[config.mk]
export PLATFORM = sky130hd
export DESIGN_NAME = div_unit
export DESIGN_NICKNAME = d
export VERILOG_FILES = /design/src/rtl/div_unit.sv
export SDC_FILE = /design/constraint.sdc
export NUM_CORES = 1
export LEC_CHECK = 0
export BUFFER_PORTS_ARGS = -buffer_cell sky130_fd_sc_hd__buf_4
export CORE_MARGIN = 2
export CORE_UTILIZATION = 45
export CTS_BUF_LIST = sky130_fd_sc_hd__clkbuf_16
export DETAILED_ROUTE_END_ITERATION = 16
export GPL_TIMING_DRIVEN = 0
export SETUP_SLACK_MARGIN = 0.05
export SYNTH_ARGS = -nofsm -noshare
export SYNTH_HDL_FRONTEND = slang
export SYNTH_SLANG_ARGS = --single-unit
[constraint.sdc]
create_clock -name clk -period 7.2 [get_ports clk]
set_input_delay 0.72 -clock clk [delete_from_list [all_inputs] [get_ports clk]]
set_output_delay 0.72 -clock clk [all_outputs]
set_load 0.05 [all_outputs]
[src/rtl/div_unit.sv]
// Multi-cycle integer divider for DIV/DIVU/REM/REMU: one restoring step per
// cycle on operand magnitudes, sign correction applied on the last step.
module div_unit #(
    parameter int WIDTH = 32
) (
    input  logic             clk,
    input  logic             rst_n,
    input  logic             in_valid,
    output logic             in_ready,
    input  logic [WIDTH-1:0] A,
    input  logic [WIDTH-1:0] B,
    input  logic [1:0]       op,
    output logic             out_valid,
    input  logic             out_ready,
    output logic [WIDTH-1:0] Result
);

    localparam int CW = $clog2(WIDTH);

    typedef enum logic [1:0] {
        IDLE,
        CALC,
        DONE
    } state_t;

    state_t           state_q, state_d;
    logic [WIDTH-1:0] acc_q, acc_d;
    logic [WIDTH-1:0] quo_q, quo_d;
    logic [WIDTH-1:0] dvs_q, dvs_d;
    logic [WIDTH-1:0] result_q, result_d;
    logic [CW-1:0]    cnt_q, cnt_d;
    logic [1:0]       op_q, op_d;
    logic             a_neg_q, a_neg_d;
    logic             b_neg_q, b_neg_d;

    // Request decode: op[0]==0 selects the signed flavours.
    logic             signed_in;
    logic             a_neg_in, b_neg_in;
    logic [WIDTH-1:0] a_mag, b_mag;
    logic             overflow_in;

    assign signed_in   = ~op[0];
    assign a_neg_in    = signed_in & A[WIDTH-1];
    assign b_neg_in    = signed_in & B[WIDTH-1];
    assign a_mag       = a_neg_in ? ('0 - A) : A;
    assign b_mag       = b_neg_in ? ('0 - B) : B;
    assign overflow_in = signed_in && (A == {1'b1, {(WIDTH-1){1'b0}}}) && (B == '1);

    // quo_q shifts dividend bits out of its MSB while quotient bits enter at the LSB.
    logic [WIDTH:0]   trial, diff;
    logic             no_borrow;
    logic [WIDTH-1:0] acc_step, quo_step;
    logic [WIDTH-1:0] q_fix, r_fix;

    assign trial     = {acc_q, quo_q[WIDTH-1]};
    assign diff      = trial - {1'b0, dvs_q};
    assign no_borrow = ~diff[WIDTH];
    assign acc_step  = no_borrow ? diff[WIDTH-1:0] : trial[WIDTH-1:0];
    assign quo_step  = {quo_q[WIDTH-2:0], no_borrow};
    assign q_fix     = (~op_q[0] & (a_neg_q ^ b_neg_q)) ? ('0 - quo_step) : quo_step;
    assign r_fix     = a_neg_q ? ('0 - acc_step) : acc_step;

    always_comb begin
        state_d  = state_q;
        acc_d    = acc_q;
        quo_d    = quo_q;
        dvs_d    = dvs_q;
        result_d = result_q;
        cnt_d    = cnt_q;
        op_d     = op_q;
        a_neg_d  = a_neg_q;
        b_neg_d  = b_neg_q;

        unique case (state_q)
            IDLE: begin
                if (in_valid) begin
                    op_d    = op;
                    acc_d   = '0;
                    quo_d   = a_mag;
                    dvs_d   = b_mag;
                    cnt_d   = '0;
                    a_neg_d = a_neg_in;
                    b_neg_d = b_neg_in;
                    if (B == '0) begin
                        result_d = op[1] ? A : '1;
                        state_d  = DONE;
                    end else if (overflow_in) begin
                        result_d = op[1] ? '0 : A;
                        state_d  = DONE;
                    end else begin
                        state_d = CALC;
                    end
                end
            end
            CALC: begin
                acc_d = acc_step;
                quo_d = quo_step;
                cnt_d = cnt_q + 1'b1;
                if (cnt_q == CW'(WIDTH-1)) begin
                    result_d = op_q[1] ? r_fix : q_fix;
                    state_d  = DONE;
                end
            end
            DONE: begin
                if (out_ready) begin
                    state_d = IDLE;
                end
            end
            default: state_d = IDLE;
        endcase
    end

    always_ff @(posedge clk or negedge rst_n) begin
        if (!rst_n) begin
            state_q  <= IDLE;
            acc_q    <= '0;
            quo_q    <= '0;
            dvs_q    <= '0;
            result_q <= '0;
            cnt_q    <= '0;
            op_q     <= '0;
            a_neg_q  <= 1'b0;
            b_neg_q  <= 1'b0;
        end else begin
            state_q  <= state_d;
            acc_q    <= acc_d;
            quo_q    <= quo_d;
            dvs_q    <= dvs_d;
            result_q <= result_d;
            cnt_q    <= cnt_d;
            op_q     <= op_d;
            a_neg_q  <= a_neg_d;
            b_neg_q  <= b_neg_d;
        end
    end

    assign in_ready  = (state_q == IDLE);
    assign out_valid = (state_q == DONE);
    assign Result    = result_q;

endmodule
; Word level (Yosys, flattened, before mapping)
; Cells that the tools add are included.
[totals]
out_inout_bits = 34
ff_bits = 139
in_bits = 70
[op_classes]
n_mux = 25
n_bitwise = 7
add_sub_neg = 6
eq_ne = 9
reduce_logical = 9
[ops]
columns = operator, count
row1 = 32-bit two-way mux, 14
row2 = 32-bit case mux with 2 select lines, 3
row3 = 1-bit by 32-bit subtractor with 32-bit output (first input constant), 4
row4 = 32-bit equality test (second input constant), 2
row5 = 33-bit by 32-bit subtractor with 33-bit output, 1
row6 = 32-bit logical NOT, 1
row7 = 2-bit two-way mux, 5
row8 = 5-bit case mux with 2 select lines, 1
row9 = 2-bit case mux with 3 select lines, 1
row10 = 5-bit by 1-bit adder with 5-bit output (second input constant), 1
row11 = 5-bit equality test (second input constant), 1
row12 = 5-bit two-way mux, 1
row13 = 2-bit inequality test (second input constant), 2
row14 = 2-bit AND reduction, 2
row15 = 4-bit AND reduction, 1
row16 = 1-bit AND, 3
row17 = 3-bit by 1-bit inequality test with 1-bit output (second input constant), 1
row18 = 1-bit NOT, 3
row19 = 3-bit AND reduction, 1
row20 = 2-bit by 1-bit equality test with 1-bit output (second input constant), 1
row21 = 2-bit equality test (second input constant), 1
row22 = 1-bit logical AND, 2
row23 = 2-bit logical NOT, 1
row24 = 2-bit by 1-bit inequality test with 1-bit output (second input constant), 1
row25 = other kinds (2), 2

; Longest topological paths before layout
[depth]
word_depth = 7
depth_mapped = 25
depth_no_buf = 22

; Worst setup path before layout
; OpenSTA, ideal clock, no wires.
[synth_timing]
path_type = reg2reg
from = register quo_q[31]
to = register result_q[28], in the netlist Result[28]
synth_period_minus_slack_ps = 5441
stages_incl_launch_ff = 24
setup_slack_ps = 1759
arrival_ps = 5315
setup_time_ps = 126
path_cell_list = dfrtp_1 > inv_1 > ha_1 > fa_1 > nand2b_1 > a21oi_2 > a41oi_4 > o211ai_4 > a31oi_4 > xnor2_4 > inv_2 > buf_2 > buf_2 > nor2_1 > a21oi_1 > ha_1 > nand2_1 > or4_4 > or3_4 > mux2i_4 > nand4_2 > o41ai_2 > xor2_1 > a221o_1
[synth_between]
elab_chain_cells = 7
word_cells_on_any_way = 10
cone_classes = add/sub (3) / mux (6) / bitwise (1)
[synth_lines]
columns = item, line
row1 = start: declaration, 28  ; logic [WIDTH-1:0] quo_q, quo_d;
row2 = start signal: assignment, 127  ; quo_q <= quo_d;
row3 = 33-bit by 32-bit subtractor with 33-bit output, 56  ; assign diff = trial - {1'b0, dvs_q};
row4 = 32-bit two-way mux or 1-bit NOT (tied branches), "58, 57"
row5 = 1-bit by 32-bit subtractor with 32-bit output (on tied branches), "61, 60"
row6 = 32-bit two-way mux (on tied branches), "61, 60"
row7 = 32-bit two-way mux (*), 100  ; result_d = op_q[1] ? r_fix : q_fix;
row8 = 32-bit two-way mux (*), 99  ; if (cnt_q == CW'(WIDTH-1)) begin
row9 = 32-bit case mux with 2 select lines (*), 74  ; unique case (state_q)
row10 = end signal: assignment, 129  ; result_q <= result_d;
row11 = end: declaration, 30  ; logic [WIDTH-1:0] result_q, result_d;
; Mark *: on every way between the ends. The rest lies on a longest branch, timed or not. The select of a mux whose other input is x is not followed.
; A chain may end at the register's enable or synchronous reset.

; Worst setup path after layout
[layout_timing]
from = register quo_q[31]
to = register result_q[30], in the netlist Result[30]
; The elaborated chain is that of the path after synthesis.

==> flow_metrics.py <==
metrics = {
    "floorplanning": {
        "coreArea_um2": 25900,
        "start_util_pct": 45.7,
        "pin_count": 104,
        "die_area_um2": 27600,
        "num_rows": 59,
        "die_w_um": 166,
        "die_y_um": 166,
    },
    "worst_setup_path": {
        "cp.required_ns": 7.52,
        "cp_max_fo": 10,
        "endpoint": "Result[30]$_DFFE_PN0P_",
        "cp-startpoint": "quo_q[31]$_DFFE_PN0P_",
        "r2r_slack_ns": 0.38,
        "critPathKind": "reg2reg",
        "r2r-end": "Result[30]$_DFFE_PN0P_",
        "critPathLaunchType": "register",
        "crit-reg2reg-launch": "quo_q[31]$_DFFE_PN0P_",
        "rr_worst_depth": 25,
        "setup.worst_path.end_class": "register",
        "worstPathArrival_ns": 7.15,
    },
    "detailed_routing": {
        "first_iter_violations": 1365,
        "num_vias": 12200,
        "drc": 0,
        "wl_per_cell_um": 22.5,
        "ant_nets": 0,
        "routed_wl_mm": 43.8,
        "drt_pass1_iterations": 6,
        "vias_per_cell": 6.27,
    },
    "yosys": {
        "synth_cell_types": 92,
        "synthMuxAreaShare_pct": 4.13,
        "synth-xor-area-share_pct": 9.41,
        "synth-adder-area-share_pct": 4.29,
        "syn_avg_cell_area_um2": 8.01,
        "synth_edf_count": 0,
        "synthArstFlopShare_pct": 100,
        "synthSimpleGateAreaFrac_pct": 20.3,
        "ys_warn_count": 0,
        "seq_area_frac_synth_pct": 29.4,
        "synth-seq-cells": 139,
        "synth_flop_cell": "dfrtp_1",
        "syn_inst": 1478,
        "synth_compound_area_share_pct": 27.4,
        "synth_top_family_by_area": "compound AO/OA/AOI/OAI gates",
        "synth_area_um2": 11800,
        "syn_nets": 1588,
    },
    "cts": {
        "path_clk_slew_ns": 0.06,
        "clock-sinks": 139,
        "cts_tree": "yes",
        "clk_latency_ns": 0.44,
        "numCtsBuffers": 17,
        "root_buffer": "clkbuf_16",
        "cts.path.max_buffers": 2,
        "post-cts-setup-buffers": 0,
        "htree_levels": 4,
    },
    "sta": {
        "worst_slew_pin_slew_ns": 1.08,
        "drv_slew": 0,
        "rsz0062_at_grt": "no",
        "hold_violations": 0,
        "skew_ns": 0.0145,
        "relSlewSlack_pct": 28.1,
        "max_freq_ghz": 0.147,
        "tns_ns": 0,
        "holdWs_ns": 0.223,
        "fin_crit_ns": 6.82,
        "setup-violations-final": 0,
        "post-route-period-util_pct": 94.8,
    },
    "placed_design": {
        "gp_congestion": 0.966,
        "placed_area_um2": 13100,
        "dp_hpwl_mm": 34.4,
        "port-buffer-count": 103,
    },
    "global_route": {
        "grt_max_degree": 92,
        "grt_first_pass_wirelength_mm": 67.1,
        "grt_pass1_vias": 11300,
        "grt.overflow.total": 0,
        "grt_usage_pct": 31.4,
        "grt_antenna_before_repair": 0,
    },
    "final_layout": {
        "syn_to_final_growth_pct": 15.8,
        "antenna_cells": 0,
        "nets": 1711,
        "fillCellCount": 2591,
        "stdcell_area_um2": 13700,
        "layout-drive-gt1-share_pct": 12.8,
    },
    "job": {
        "cap_viol_max_count": 0,
    },
    "worst_hold_path": {
        "hold_path.class": "in2async",
    },
    "run_status": {
        "status": "completed",
    },
}
[state kept, by name, indices dropped and copies added (netlist names)]
name     count
Result      32
a_neg_q      1
acc_q       32
b_neg_q      1
cnt_q        5
dvs_q       32
op_q         2
quo_q       32
state_q      2
[cells in the final DEF, fill, tap and decap left out, types with 32 or more instances in the layout]
| master | instances |
|---|---|
| nand2_1 | 126 |
| clkbuf_1 | 59 |
| ha_1 | 39 |
| dfrtp_1 | 139 |
| xnor2_1 | 74 |
| inv_1 | 56 |
| mux2i_1 | 32 |
| nand3_1 | 54 |
| xor2_1 | 50 |
| a22oi_1 | 35 |
| a21oi_1 | 109 |
| buf_4 | 104 |
| o21ai_0 | 200 |
| nor3_1 | 39 |
| nor2_1 | 108 |
[cells by family (layout without fill, tap and decap cells)]
group,count (synthesis),count (layout)
compound gates,513,513
simple gates,474,474
buf+inv,143,278
flops,139,139
xor+xnor,125,125
mux,44,44
fa+ha+maj,40,40
[Yosys cell counts, types with 5 or more instances]
cell type | count | area, um2
clkbuf_1 | 59 | 221
nor2b_1 | 8 | 50.1
o41ai_1 | 12 | 105
nand3_1 | 54 | 270
and2_1 | 6 | 37.5
o21a_1 | 11 | 82.6
a22oi_1 | 35 | 263
nand4_1 | 18 | 113
a31oi_1 | 11 | 68.8
nor3b_1 | 6 | 45.0
nor4_1 | 16 | 100
a21oi_1 | 109 | 546
o21ai_0 | 200 | 1000
nor3_1 | 39 | 195
dfrtp_1 | 139 | 3480
xor2_1 | 50 | 438
buf_2 | 15 | 75.1
inv_1 | 55 | 206
a41oi_1 | 5 | 43.8
nor2_1 | 108 | 405
mux2i_1 | 32 | 320
nand2b_1 | 19 | 119
or4_1 | 10 | 75.1
a21o_1 | 12 | 90.1
a211oi_1 | 10 | 75.1
ha_1 | 39 | 488
o22ai_1 | 5 | 31.3
buf_6 | 5 | 56.3
or3_1 | 17 | 106
mux2_2 | 9 | 101
xnor2_1 | 74 | 648
o211ai_1 | 25 | 188
o21ai_1 | 5 | 25.0
and3_1 | 10 | 62.6
o31ai_1 | 12 | 90.1
nand2_1 | 126 | 473
or2_2 | 7 | 43.8
[timing repair]
action                                  4_1_cts  5_1_grt
hold buffers                                  0        0
resized for setup                             0        1
endpoints found under the setup margin        0        1
[final cells by class]
type	instances	area, um2	share of cell area [%]
multi-input combinational	1196	7760	56.6
inverter	56	210	1.53
clock buffer	17	425	3.10
buffer	87	395	2.88
tap	335	419	3.06
clock inverter	14	219	1.60
timing repair buffer	104	805	5.87
sequential	139	3480	25.4
[per-layer routing]
metal | share of wire [%] | track usage [%] | routed length, um
met1 | 46 | 45.9 | 20300
met2 | 43 | 46.2 | 18700
met3 | 8.6 | 7.13 | 3770
met4 | 2.5 | 9.00 | 1090
met5 | 0 | 0 | 0
[stage by stage]
step | std cells | setup slack, ns | util, %
floorplan | 1478 | 1.76 | -
global placement | 1916 | 0.552 | 50.3
detailed placement | 1917 | 0.491 | 50.4
CTS | 1948 | 0.502 | 52.9
global route | 1948 | 0.0770 | 52.9
finish | 1948 | 0.376 | 52.9
[worst max-delay path, cell delays in order (launching register included)]
cell,delay [ns]
dfrtp_1,0.42
inv_1,0.06
ha_1,0.22
fa_1,0.40
nand2b_1,0.19
a21oi_2,0.35
a41oi_4,0.25
o211ai_4,0.32
a31oi_4,0.16
xnor2_4,0.17
inv_2,0.25
buf_2,0.37
clkbuf_4,0.37
buf_2,0.36
ha_1,0.24
nand2b_1,0.16
nor4_4,0.40
inv_1,0.11
nor4b_1,0.31
nand2_1,0.19
o41ai_1,0.35
xnor2_1,0.14
a311o_1,0.43
o21ai_0,0.11
o221ai_1,0.13
or2_1,0.22
[worst min-delay path by stage]
stage | endpoint | slack [ns] | depth (start not counted)
after floorplan | Result[0]$_DFFE_PN0P_ | 0.42 | 0
after global placement | Result[0]$_DFFE_PN0P_ | 0.46 | 2
after detailed placement | dvs_q[4]$_DFFE_PN0P_ | 0.47 | 2
after CTS | dvs_q[20]$_DFFE_PN0P_ | 0.24 | 1
after global routing | dvs_q[25]$_DFFE_PN0P_ | 0.27 | 1
final | dvs_q[20]$_DFFE_PN0P_ | 0.22 | 1
Power is not shown: default switching activity piles up to over one toggle a cycle in this logic, so the estimate is an artifact.
